[src/rtl/atp_gateway_arbiter_if.sv]
// atp_gateway_arbiter_if: kiosk request bus and gateway authorisation handshake
interface atp_gateway_arbiter_if #(
  parameter int N_REQ = 4,
  parameter int AMT_W = 16
);
  logic [N_REQ-1:0]       req;
  logic [N_REQ*AMT_W-1:0] req_amt;
  logic [N_REQ*2-1:0]     req_mode;
  logic [N_REQ-1:0]       grant;
  logic [N_REQ-1:0]       done;
  logic                   pass;
  logic                   gw_start;
  logic [AMT_W-1:0]       gw_amt;
  logic [1:0]             gw_mode;
  logic                   gw_resp_valid;
  logic                   gw_resp_ok;
  logic                   busy;
  modport master (
    output req, req_amt, req_mode, gw_resp_valid, gw_resp_ok,
    input  grant, done, pass, gw_start, gw_amt, gw_mode, busy
  );
  modport slave (
    input  req, req_amt, req_mode, gw_resp_valid, gw_resp_ok,
    output grant, done, pass, gw_start, gw_amt, gw_mode, busy
  );
endinterface

[src/rtl/atp_gateway_arbiter.sv]
// atp_gateway_arbiter: round-robin owner of one gateway link with timeout; define ATP_GW_RETRY_EN to retry once on timeout
module atp_gateway_arbiter #(
  parameter int N_REQ   = 4,
  parameter int AMT_W   = 16,
  parameter int TIMEOUT = 200
) (
  input logic                  clk,
  input logic                  rst,
  atp_gateway_arbiter_if.slave bus
);
  localparam int IW = $clog2(N_REQ);
  typedef enum logic [2:0] {IDLE, ARB, ISSUE, WAIT, RESP} state_t;
  state_t           state_q, state_d;
  logic [IW-1:0]    own_q, own_d, rr_q, rr_d, pick;
  logic             found;
  logic [AMT_W-1:0] amt_q, amt_d, gw_amt_q, gw_amt_d;
  logic [1:0]       mode_q, mode_d, gw_mode_q, gw_mode_d;
  logic [15:0]      tmr_q, tmr_d;
  logic [N_REQ-1:0] grant_q, grant_d, done_q, done_d;
  logic             pass_q, pass_d, start_q, start_d, busy_q;
`ifdef ATP_GW_RETRY_EN
  logic             retry_q, retry_d;
`endif
  always_comb begin
    pick  = rr_q;
    found = 1'b0;
    for (int i = 0; i < N_REQ; i++)
      if (!found && bus.req[(int'(rr_q) + i) % N_REQ]) begin
        pick  = IW'((int'(rr_q) + i) % N_REQ);
        found = 1'b1;
      end
  end
  always_comb begin
    state_d   = state_q;
    own_d     = own_q;
    rr_d      = rr_q;
    amt_d     = amt_q;
    mode_d    = mode_q;
    gw_amt_d  = gw_amt_q;
    gw_mode_d = gw_mode_q;
    tmr_d     = tmr_q;
    grant_d   = grant_q;
    done_d    = '0;
    pass_d    = 1'b0;
    start_d   = 1'b0;
`ifdef ATP_GW_RETRY_EN
    retry_d   = retry_q;
`endif
    case (state_q)
      IDLE: state_d = |bus.req ? ARB : IDLE;
      ARB: begin
        own_d   = pick;
        amt_d   = bus.req_amt[int'(pick) * AMT_W +: AMT_W];
        mode_d  = bus.req_mode[int'(pick) * 2 +: 2];
        grant_d = found ? N_REQ'(1) << pick : '0;
        state_d = found ? ISSUE : IDLE;
`ifdef ATP_GW_RETRY_EN
        retry_d = 1'b0;
`endif
      end
      ISSUE: begin
        // a zero amount needs no authorisation and passes immediately
        state_d   = amt_q == '0 ? RESP : WAIT;
        done_d    = amt_q == '0 ? grant_q : '0;
        pass_d    = amt_q == '0;
        start_d   = amt_q != '0;
        tmr_d     = '0;
        gw_amt_d  = amt_q;
        gw_mode_d = mode_q;
      end
      WAIT: begin
        tmr_d = tmr_q + 1'b1;
        if (bus.gw_resp_valid) begin
          state_d = RESP;
          done_d  = grant_q;
          pass_d  = bus.gw_resp_ok;
        end else if (tmr_q == 16'(TIMEOUT)) begin
`ifdef ATP_GW_RETRY_EN
          state_d = retry_q ? RESP : ISSUE;
          done_d  = retry_q ? grant_q : '0;
          retry_d = 1'b1;
`else
          state_d = RESP;
          done_d  = grant_q;
`endif
        end
      end
      RESP: begin
        grant_d = '0;
        rr_d    = own_q == IW'(N_REQ - 1) ? '0 : own_q + 1'b1;
        state_d = IDLE;
      end
      default: state_d = IDLE;
    endcase
  end
  always_ff @(posedge clk) begin
    if (!rst) begin
      state_q   <= IDLE;
      own_q     <= '0;
      rr_q      <= '0;
      amt_q     <= '0;
      mode_q    <= '0;
      gw_amt_q  <= '0;
      gw_mode_q <= '0;
      tmr_q     <= '0;
      grant_q   <= '0;
      done_q    <= '0;
      pass_q    <= 1'b0;
      start_q   <= 1'b0;
      busy_q    <= 1'b0;
`ifdef ATP_GW_RETRY_EN
      retry_q   <= 1'b0;
`endif
    end else begin
      state_q   <= state_d;
      own_q     <= own_d;
      rr_q      <= rr_d;
      amt_q     <= amt_d;
      mode_q    <= mode_d;
      gw_amt_q  <= gw_amt_d;
      gw_mode_q <= gw_mode_d;
      tmr_q     <= tmr_d;
      grant_q   <= grant_d;
      done_q    <= done_d;
      pass_q    <= pass_d;
      start_q   <= start_d;
      busy_q    <= state_d != IDLE;
`ifdef ATP_GW_RETRY_EN
      retry_q   <= retry_d;
`endif
    end
  end
  assign bus.grant    = grant_q;
  assign bus.done     = done_q;
  assign bus.pass     = pass_q;
  assign bus.gw_start = start_q;
  assign bus.gw_amt   = gw_amt_q;
  assign bus.gw_mode  = gw_mode_q;
  assign bus.busy     = busy_q;
endmodule

[src/flat_wrapper.sv]
// flat-port wrapper written by rule: the top's interface ports become plain ports
module atp_gateway_arbiter_flat 
#(
  parameter int N_REQ   = 4,
  parameter int AMT_W   = 16,
  parameter int TIMEOUT = 200
)
  (clk, rst, bus_req, bus_req_amt, bus_req_mode, bus_gw_resp_valid, bus_gw_resp_ok, bus_grant, bus_done, bus_pass, bus_gw_start, bus_gw_amt, bus_gw_mode, bus_busy);
  atp_gateway_arbiter_if #(.N_REQ(N_REQ), .AMT_W(AMT_W)) bus_i ();
  input logic clk;
  input logic rst;
  input wire logic [$bits(bus_i.req)-1:0] bus_req;
  input wire logic [$bits(bus_i.req_amt)-1:0] bus_req_amt;
  input wire logic [$bits(bus_i.req_mode)-1:0] bus_req_mode;
  input wire logic [$bits(bus_i.gw_resp_valid)-1:0] bus_gw_resp_valid;
  input wire logic [$bits(bus_i.gw_resp_ok)-1:0] bus_gw_resp_ok;
  output wire logic [$bits(bus_i.grant)-1:0] bus_grant;
  output wire logic [$bits(bus_i.done)-1:0] bus_done;
  output wire logic [$bits(bus_i.pass)-1:0] bus_pass;
  output wire logic [$bits(bus_i.gw_start)-1:0] bus_gw_start;
  output wire logic [$bits(bus_i.gw_amt)-1:0] bus_gw_amt;
  output wire logic [$bits(bus_i.gw_mode)-1:0] bus_gw_mode;
  output wire logic [$bits(bus_i.busy)-1:0] bus_busy;
  assign bus_i.req = bus_req;
  assign bus_i.req_amt = bus_req_amt;
  assign bus_i.req_mode = bus_req_mode;
  assign bus_i.gw_resp_valid = bus_gw_resp_valid;
  assign bus_i.gw_resp_ok = bus_gw_resp_ok;
  assign bus_grant = bus_i.grant;
  assign bus_done = bus_i.done;
  assign bus_pass = bus_i.pass;
  assign bus_gw_start = bus_i.gw_start;
  assign bus_gw_amt = bus_i.gw_amt;
  assign bus_gw_mode = bus_i.gw_mode;
  assign bus_busy = bus_i.busy;
  atp_gateway_arbiter #(.N_REQ(N_REQ), .AMT_W(AMT_W), .TIMEOUT(TIMEOUT)) u_core (.clk(clk), .rst(rst), .bus(bus_i));
endmodule
[config.mk]
export PLATFORM = sky130hd
export DESIGN_NAME = atp_gateway_arbiter_flat
export DESIGN_NICKNAME = d
export VERILOG_FILES = /design/src/rtl/atp_gateway_arbiter_if.sv /design/src/rtl/atp_gateway_arbiter.sv /design/src/flat_wrapper.sv
export SDC_FILE = /design/constraint.sdc
export NUM_CORES = 1
export LEC_CHECK = 0
export ABC_AREA = 1
export ABC_CLOCK_PERIOD_IN_PS = 4850
export CELL_PAD_IN_SITES_DETAIL_PLACEMENT = 1
export CELL_PAD_IN_SITES_GLOBAL_PLACEMENT = 2
export CORE_UTILIZATION = 27
export CTS_BUF_LIST = sky130_fd_sc_hd__clkbuf_16
export DETAILED_ROUTE_END_ITERATION = 7
export PLACE_DENSITY = 0.88
export SLEW_MARGIN = 15
export SYNTH_ARGS = -nofsm -noshare
export SYNTH_HDL_FRONTEND = slang
export SYNTH_SLANG_ARGS = --single-unit
[constraint.sdc]
create_clock -name clk -period 4.85 [get_ports clk]
set_clock_uncertainty 0.2 [all_clocks]
set_input_delay 0.97 -clock clk [delete_from_list [all_inputs] [get_ports clk]]
set_output_delay 0.97 -clock clk [all_outputs]
set_load 0.01 [all_outputs]
==> qor_table.md, run 1 <==
| Parameter | Reported | Unit |
|---|---|---|
| Status | finished, final reports clean | - |
| Antenna viol nets, final | 0 | - |
| Fraction of the yosys area taken by sequential cells | 36.2 | % |
| Setup TNS | 0 | ps |
| Post-synth ARST share | 0 | % |
| Boundary pin count | 109 | - |
| TritonCTS Buffers | 9 | - |
| Crit path largest cell delay | 570 | ps |
| Initial core utilization | 27.8 | % |
| Number of detailed-route iterations in the first pass | 4 | - |
| Die Y | 122 | um |
| Worst Hold Margin | 245 | ps |
| Initial antenna violation count | 0 | - |
| Switching power as a share of total power | 36.9 | % |
| HPWL after detailed placement | 9500 | um |
| Number of global-route vias before repair | 4438 | - |
| Main combinational cell family by area after synthesis | simple AND/OR/NAND/NOR gates | - |
| Switching power | 0.839 | mW |
| Synthesis Warnings | 0 | - |
| Most common cell in the synthesized netlist | sky130_fd_sc_hd__nand2_1 | - |
| Startpoint type of the worst setup path | primary input | - |
| All-Layer GR Usage | 18.0 | % |
| Buffer levels on the longest clock path | 2 | - |
| Global-route wire length before repair | 21000 | um |
| Internal | 1.43 | mW |
| DRC viols | 0 | - |
| Count of pins over their slew limit | 0 | - |
| Synthesis-to-finish area growth | 37.6 | % |
| Cell with the biggest individual delay on the critical path | sky130_fd_sc_hd__nand2_4 | - |
| Hold-fix buffers at CTS | 0 | - |
| Core Region | 13900 | um^2 |
| Worst path buffer plus inverter count | 2 | - |
| Most instantiated cells after synthesis | sky130_fd_sc_hd__nand2_1, sky130_fd_sc_hd__nand3_1, sky130_fd_sc_hd__dfxtp_1 | - |
| Post-route worst setup slack | 1400 | ps |
| Most instantiated flip-flop cell in the synthesis netlist | sky130_fd_sc_hd__dfxtp_1 | - |
| Dominant cell type by count on the critical path | sky130_fd_sc_hd__nand2_1 | - |
| Share of synthesized cell area in full adder, half adder and majority cells | 0.970 | % |
| Worst Max-Slew Pin Slew | 953 | ps |
| 1st-iter DRT viols | 138 | - |
| Most crowded layer after global routing | met2 | - |
| Fmax achieved | 0.290 | GHz |
| Areal power density over the cells | 427 | nW/um^2 |
| Num rows | 43 | - |
| Average detailed-routed wire length per instance | 14.1 | um |
| Met2 track demand over resource | 33.4 | % |
| Number of post-CTS setup repair buffers | 0 | - |
| Synthesized net count | 695 | - |
| Setup CP Type | in2reg | - |
| Area of the die | 14800 | um^2 |
| GP Congestion | 0.807 | - |
| Global routing met1 resource utilization | 20.2 | % |
| Clock-pin slew reported for the worst setup and hold paths after clock tree synthesis | 60 | ps |
| Sort of element at the end of the critical path | flop | - |
| Area fraction in compound gates after synthesis | 11.3 | % |
| Share of post-route cells with drive strength above 1 | 4.92 | % |
| Cell types occupying the most area after synthesis | sky130_fd_sc_hd__dfxtp_1, sky130_fd_sc_hd__nand2_1, sky130_fd_sc_hd__nand3_1 | - |
| Hold/Removal Path Class | reg2reg | - |
| GR met3 Demand/Resource | 3.75 | % |
| Die width | 122 | um |
| Post-synthesis simple-gate area fraction | 40.5 | % |
| Comb power frac | 38.6 | % |
| Count of flip-flops with a built-in enable after synthesis | 0 | - |
| Count of input and output buffers | 108 | - |
| Proportion of power drawn by the clock network | 27.7 | % |
| Remaining global-route overflow | 0 | - |
| Final worst-path cycle share | 71.2 | % |
| Vias after detailed routing | 4207 | - |
| Post-synthesis mux area share | 0 | % |
| Layout Utilization | 38.2 | % |
| Synthesized area | 3870 | um^2 |
| CTS root buf | sky130_fd_sc_hd__clkbuf_16 | - |
| Setup repair after global routing missed its margin | no | - |
| Largest delay share family, worst path | simple AND/OR/NAND/NOR gates | - |
| Max-capacitance violation count | 0 | - |
| Cell taking the most area after synthesis | sky130_fd_sc_hd__dfxtp_1 | - |
| Net total in the final layout | 789 | - |
| Rel. slew slack | 36.4 | % |
| Sinks on the clock net | 70 | - |
| Final Hold Viols | 0 | - |
| Register share of total power | 33.7 | % |
| H-Tree Level Count | 3 | - |
| Count of unique library cells instantiated by Yosys | 32 | - |
| ANT cells | 0 | - |
| Peak supply drop | 0.210 | mV |
| Number of gates resized after cts | 0 | - |
| Vias per inst | 4.72 | - |
| Post-synthesis xor/xnor area fraction | 0 | % |
| Min Tclk post-route | 3450 | ps |
| Flops & latches, synth | 70 | - |
| Fraction of synthesized cell area taken by the top area cell type | 36.2 | % |
| Maximum fanout along the worst path | 40 | - |
| Arrival time worst endpoint | 3530 | ps |
| LEAKAGE | 2.41 | nW |
| Setup slack after placement | 1060 | ps |
| Pin count of the biggest net entering global routing | 41 | - |
| Setup Viol. Count Final | 0 | - |
| Mapped Avg Cell Area | 6.32 | um^2 |
| Total Wirelength | 12500 | um |
| Cells after synthesis | 612 | - |
| Cells traversed along the worst timing path | clkdlybuf4s50_1, nand2_1, nand2_1, nand2_1, nand2_2, nand4_4, nand2_4, nand2_1, nand2_1, nand2_1, nand3_1, nand2_1, inv_1 | - |
| TritonCTS clock tree | built | - |
| Data required time at the worst endpoint | 4930 | ps |
| Clock network latency to the later pin of the worst-skew pair | 330 | ps |
## per-stage QoR
stage | instance area [um^2] | total power [mW] | std cells
after floorplan | 3870 | 1.32 | 612
after global placement | 5040 | 1.63 | 875
after detailed placement | 5040 | 1.66 | 875
after CTS | 5320 | 2.31 | 891
after global routing | 5320 | 2.45 | 891
final | 5320 | 2.27 | 891
## placed cells by master (no fill, tap or decap), drive strengths merged, types with 3 or more instances in the layout
cell	synthesis	final
nand3b	3	3
nand2	217	217
nor4	4	4
ha	3	3
nor3	5	5
inv	70	72
clkbuf	11	9
a21oi	51	51
nand3	75	75
dfxtp	70	70
nand4	12	12
buf	17	3
clkdlybuf4s50	0	108
nor2	34	34
clkinv	1	4
o21ai	30	30
## area by class of cell
type	instances	area [um^2]
multi-input cells	443	2040
fillers	1788	8610
repair buffers	111	1100
clock inverters	7	57.6
flip-flops and latches	70	1400
clock buffers	9	225
inverters	71	269
well taps	180	225
## registers in the layout, summed over array words and instances (netlist names)
signal	flops
u_core.own_q	2
u_core.bus.gw_mode	2
u_core.bus.grant	4
u_core.bus.busy	1
u_core.bus.gw_start	1
u_core.bus.done	4
u_core.state_q	3
u_core.amt_q	16
u_core.mode_q	2
u_core.tmr_q	16
u_core.bus.pass	1
u_core.bus.gw_amt	16
u_core.rr_q	2
## cells by family (layout without fill, tap and decap cells)
kind of cell / Yosys count / count (layout)
and+or+nand+nor: 355 / 355
buffers and inverters: 99 / 198
AOI/OAI and AO/OA: 85 / 85
DFF: 70 / 70
adders and majority gates: 3 / 3
## final timing paths
| path | startpoint | to | slack [ps] | cells past startpoint |
|---|---|---|---|---|
| worst min-delay path | u_core.tmr_q[15] | u_core.tmr_q[15] | 250 | 1 |
| worst min register to register | u_core.tmr_q[15] | u_core.tmr_q[15] | 250 | 1 |
| worst max-delay path | bus_req[2] | u_core.amt_q[7] | 1400 | 13 |
| worst max register to register | u_core.rr_q[0] | u_core.amt_q[7] | 1690 | 14 |
## power groups by stage
| stage | Combinational [mW] | Clock, mW | Sequential (mW) |
|---|---|---|---|
| floorplan | 0.530 | 0 | 0.786 |
| global placement | 0.858 | 0 | 0.776 |
| detailed placement | 0.883 | 0 | 0.778 |
| CTS | 0.891 | 0.648 | 0.768 |
| global route | 0.990 | 0.678 | 0.780 |
| finish | 0.876 | 0.629 | 0.766 |
## routing by layer
layer,up-vias,share of wire (%)
li1,2154,-
met1,1965,44
met2,73,51
met3,15,3.4
met4,0,1.7
met5,-,0
(Power assumes the default switching activity.)
==> inputs of run 2 (changes only) <==
--- a/config.mk
+++ b/config.mk
@@ -6,13 +6,13 @@
 export NUM_CORES = 1
 export LEC_CHECK = 0
 export ABC_AREA = 1
-export ABC_CLOCK_PERIOD_IN_PS = 4850
+export ABC_CLOCK_PERIOD_IN_PS = 3590
 export CELL_PAD_IN_SITES_DETAIL_PLACEMENT = 1
 export CELL_PAD_IN_SITES_GLOBAL_PLACEMENT = 2
-export CORE_UTILIZATION = 27
+export CORE_UTILIZATION = 25
 export CTS_BUF_LIST = sky130_fd_sc_hd__clkbuf_16
 export DETAILED_ROUTE_END_ITERATION = 7
-export PLACE_DENSITY = 0.88
+export PLACE_DENSITY = 0.83
 export SLEW_MARGIN = 15
 export SYNTH_ARGS = -nofsm -noshare
 export SYNTH_HDL_FRONTEND = slang
==> constraint.sdc (replaced) <==
create_clock -name clk -period 3.59 [get_ports clk]
set_clock_uncertainty 0.2 [all_clocks]
set_input_delay 0.718 -clock clk [delete_from_list [all_inputs] [get_ports clk]]
set_output_delay 0.718 -clock clk [all_outputs]
set_load 0.01 [all_outputs]
==> qor_table.md, run 2 (synthesis results as in run 1) <==
| Parameter | Reported | Unit | Change |
|---|---|---|---|
| DRC viols | 2 | - | +2 |
| Violations in the final reports | design-rule violations | - |  |
| Register-to-Register Setup Slack | 710 | ps | -980 ps |
| Arrival time worst endpoint | 3000 | ps | -530 ps |
| Global-route wire length before repair | 21500 | um | +2.4% |
| Final Hold Viols | 0 | - | unchanged |
| Core Region | 15100 | um^2 | +8.7% |
| Maximum fanout along the worst path | 40 | - | unchanged |
| Vias after detailed routing | 4212 | - | +0.12% |
| Max-capacitance violation count | 0 | - | unchanged |
| Top Layer Used | met4 | - |  |
| Synthesis-to-finish area growth | 38.4 | % |  |
| Num rows | 45 | - | +4.7% |
| Comb power frac | 38.6 | % | about the same |
| Number of detailed-route iterations in the first pass | 6 | - | +2 |
| H-Tree Level Count | 3 | - | unchanged |
| Buffer levels on the longest clock path | 2 | - | unchanged |
| Internal | 1.94 | mW | +35% |
| GP Congestion | 0.794 | - | -1.7% |
| Startpoint of the worst-slack reg-to-reg timing path | u_core.rr_q[0] | - |  |
| Sinks on the clock net | 70 | - | unchanged |
| Clock network latency to the later pin of the worst-skew pair | 330 | ps | about the same |
| Average detailed-routed wire length per instance | 13.9 | um | -1.1% |
| All-Layer GR Usage | 16.6 | % | -1.4 points |
| Setup Viol. Count Final | 0 | - | unchanged |
| CTS root buf | sky130_fd_sc_hd__clkbuf_16 | - |  |
| HPWL after detailed placement | 9820 | um | +3.4% |
| Fmax achieved | 0.342 | GHz |  |
| Peak supply drop | 0.275 | mV | +31% |
| Cell with the biggest individual delay on the critical path | sky130_fd_sc_hd__clkdlybuf4s50_1 | - |  |
| Most common cell after layout, fill and taps aside | sky130_fd_sc_hd__nand2_1 | - |  |
| Rel. slew slack | 54.1 | % | +18 points |
| Cells traversed along the worst timing path | clkdlybuf4s50_1, nand2_1, nand3_1, nand2_1, nand2_1, nand2_1, nand2_1, nand2_4, nand2_4, nand2_1, nand2_1, nand2_1, nand3_1, nand2_1, inv_1 | - |  |
| Status | complete, but fails checks | - |  |
| Switching power as a share of total power | 36.5 | % | -0.49 points |
| Number of cell instances on the worst register-to-register path | 15 | - | +1 |
| Die width | 126 | um | +3.9% |
| Number of gates resized after cts | 0 | - | unchanged |
| Setup CP Type | in2reg | - |  |
| Area of the die | 16000 | um^2 | +7.9% |
| Worst Hold Margin | 249 | ps | +3.85 ps |
| Startpoint type of the worst setup path | primary input | - |  |
| Net total in the final layout | 793 | - | +0.51% |
| Data required time at the worst endpoint | 3670 | ps | -1260 ps |
| Terminating pin of the worst hold path | u_core.tmr_q[15] | - |  |
| Count of input and output buffers | 108 | - | unchanged |
| Areal power density over the cells | 569 | nW/um^2 | +33% |
| Count of pins over their slew limit | 0 | - | unchanged |
| Capturing point of the worst reg2reg path | u_core.amt_q[7] | - |  |
| Initial core utilization | 25.5 | % | -2.2 points |
| Wire length on met3 | 499 | um | +19% |
| Proportion of power drawn by the clock network | 27.3 | % | -0.4 points |
| DRT met1 WL | 5470 | um | +0.27% |
| Hold Startpoint | u_core.tmr_q[15] | - |  |
| Share of post-route cells with drive strength above 1 | 5.18 | % | +0.26 points |
| TritonCTS Buffers | 9 | - | unchanged |
| Hold/Removal Path Class | reg2reg | - |  |
| ANT cells | 0 | - | unchanged |
| 1st-iter DRT viols | 202 | - | +46% |
| Setup repair after global routing missed its margin | no | - |  |
| Die Y | 126 | um | +3.9% |
| Min Tclk post-route | 2930 | ps |  |
| Crit path largest cell delay | 550 | ps | -20 ps |
| Vias per inst | 4.67 | - | -1.1% |
| LEAKAGE | 2.43 | nW | +0.98% |
| Number of post-CTS setup repair buffers | 0 | - | unchanged |
| Layout Utilization | 35.4 | % | -2.8 points |
| Sort of element at the end of the critical path | flop | - |  |
| Boundary pin count | 109 | - | unchanged |
| Remaining global-route overflow | 0 | - | unchanged |
| Pin count of the biggest net entering global routing | 41 | - | unchanged |
| TritonCTS clock tree | built | - |  |
| Hold-fix buffers at CTS | 0 | - | unchanged |
| Met2 Routed Length | 6400 | um | -0.50% |
| Total power of the final layout | 3.05 | mW | +34% |
| Register share of total power | 34.1 | % | +0.4 points |
| Switching power | 1.11 | mW | +32% |
| Worst hold path stage count | 1 | - | unchanged |
| Final worst-path cycle share | 81.5 | % |  |
| Worst Max-Slew Pin Slew | 682 | ps | -272 ps |
| Number of global-route vias before repair | 4526 | - | +2.0% |
| Initial antenna violation count | 0 | - | unchanged |
| Clock-pin slew reported for the worst setup and hold paths after clock tree synthesis | 50 | ps | about the same |
| Total Wirelength | 12500 | um | +0.14% |
| Commonest cells after routing, fill and taps aside | sky130_fd_sc_hd__nand2_1, sky130_fd_sc_hd__clkdlybuf4s50_1, sky130_fd_sc_hd__nand3_1 | - |  |
| Dominant cell type by count on the critical path | sky130_fd_sc_hd__nand2_1 | - |  |
| Antenna viol nets, final | 0 | - | unchanged |
| Setup TNS | 0 | ps | unchanged |
==> run 2: through the flow <==
step	instance area, um^2	cells	worst slack [ps]
floorplan	3870	612	1460
global placement	5080	887	455
detailed placement	5080	887	339
CTS	5360	902	688
global route	5360	902	448
finish	5360	902	663
==> run 2: worst max-delay path by stage <==
stage	from	endpoint	slack, ps	cells after the start
floorplan	bus_req[3]	u_core.amt_q[10]	1460	15
global placement	bus_req[3]	u_core.amt_q[8]	460	15
detailed placement	bus_req[3]	u_core.amt_q[7]	340	15
CTS	bus_req[3]	u_core.amt_q[7]	690	15
global route	u_core.rr_q[0]	u_core.amt_q[8]	450	15
finish	bus_req[3]	u_core.amt_q[7]	660	15
==> run 2: area by class of cell <==
| cell class | instances | area [um^2] |
|---|---|---|
| Clock buffer | 9 | 225 |
| Sequential cell | 70 | 1400 |
| Timing Repair Buffer | 115 | 1130 |
| Fill cell | 1912 | 9790 |
| Clock inverter | 6 | 48.8 |
| Inverter | 71 | 269 |
| Multi-Input combinational cell | 443 | 2040 |
| Tap cell | 188 | 235 |
==> run 2: power groups by stage <==
| stage | sequential (mW) | clock [mW] | combinational [mW] |
|---|---|---|---|
| detailed placement | 1.06 | 0 | 1.19 |
| global placement | 1.05 | 0 | 1.16 |
| finish | 1.04 | 0.831 | 1.18 |
| floorplan | 1.06 | 0 | 0.715 |
| global route | 1.06 | 0.885 | 1.34 |
| CTS | 1.04 | 0.853 | 1.20 |
==> run 2: worst max-delay path: cells and delay by family <==
family,cells,cell delay (ps)
buffers and inverters,2,600
and+or+nand+nor,13,1660
==> run 2: metal layers <==
layer	vias to the layer above	global-route usage, %
li1	2154	-
met4	0	5.32
met5	-	0
met3	14	3.63
met2	79	30.4
met1	1965	19.1
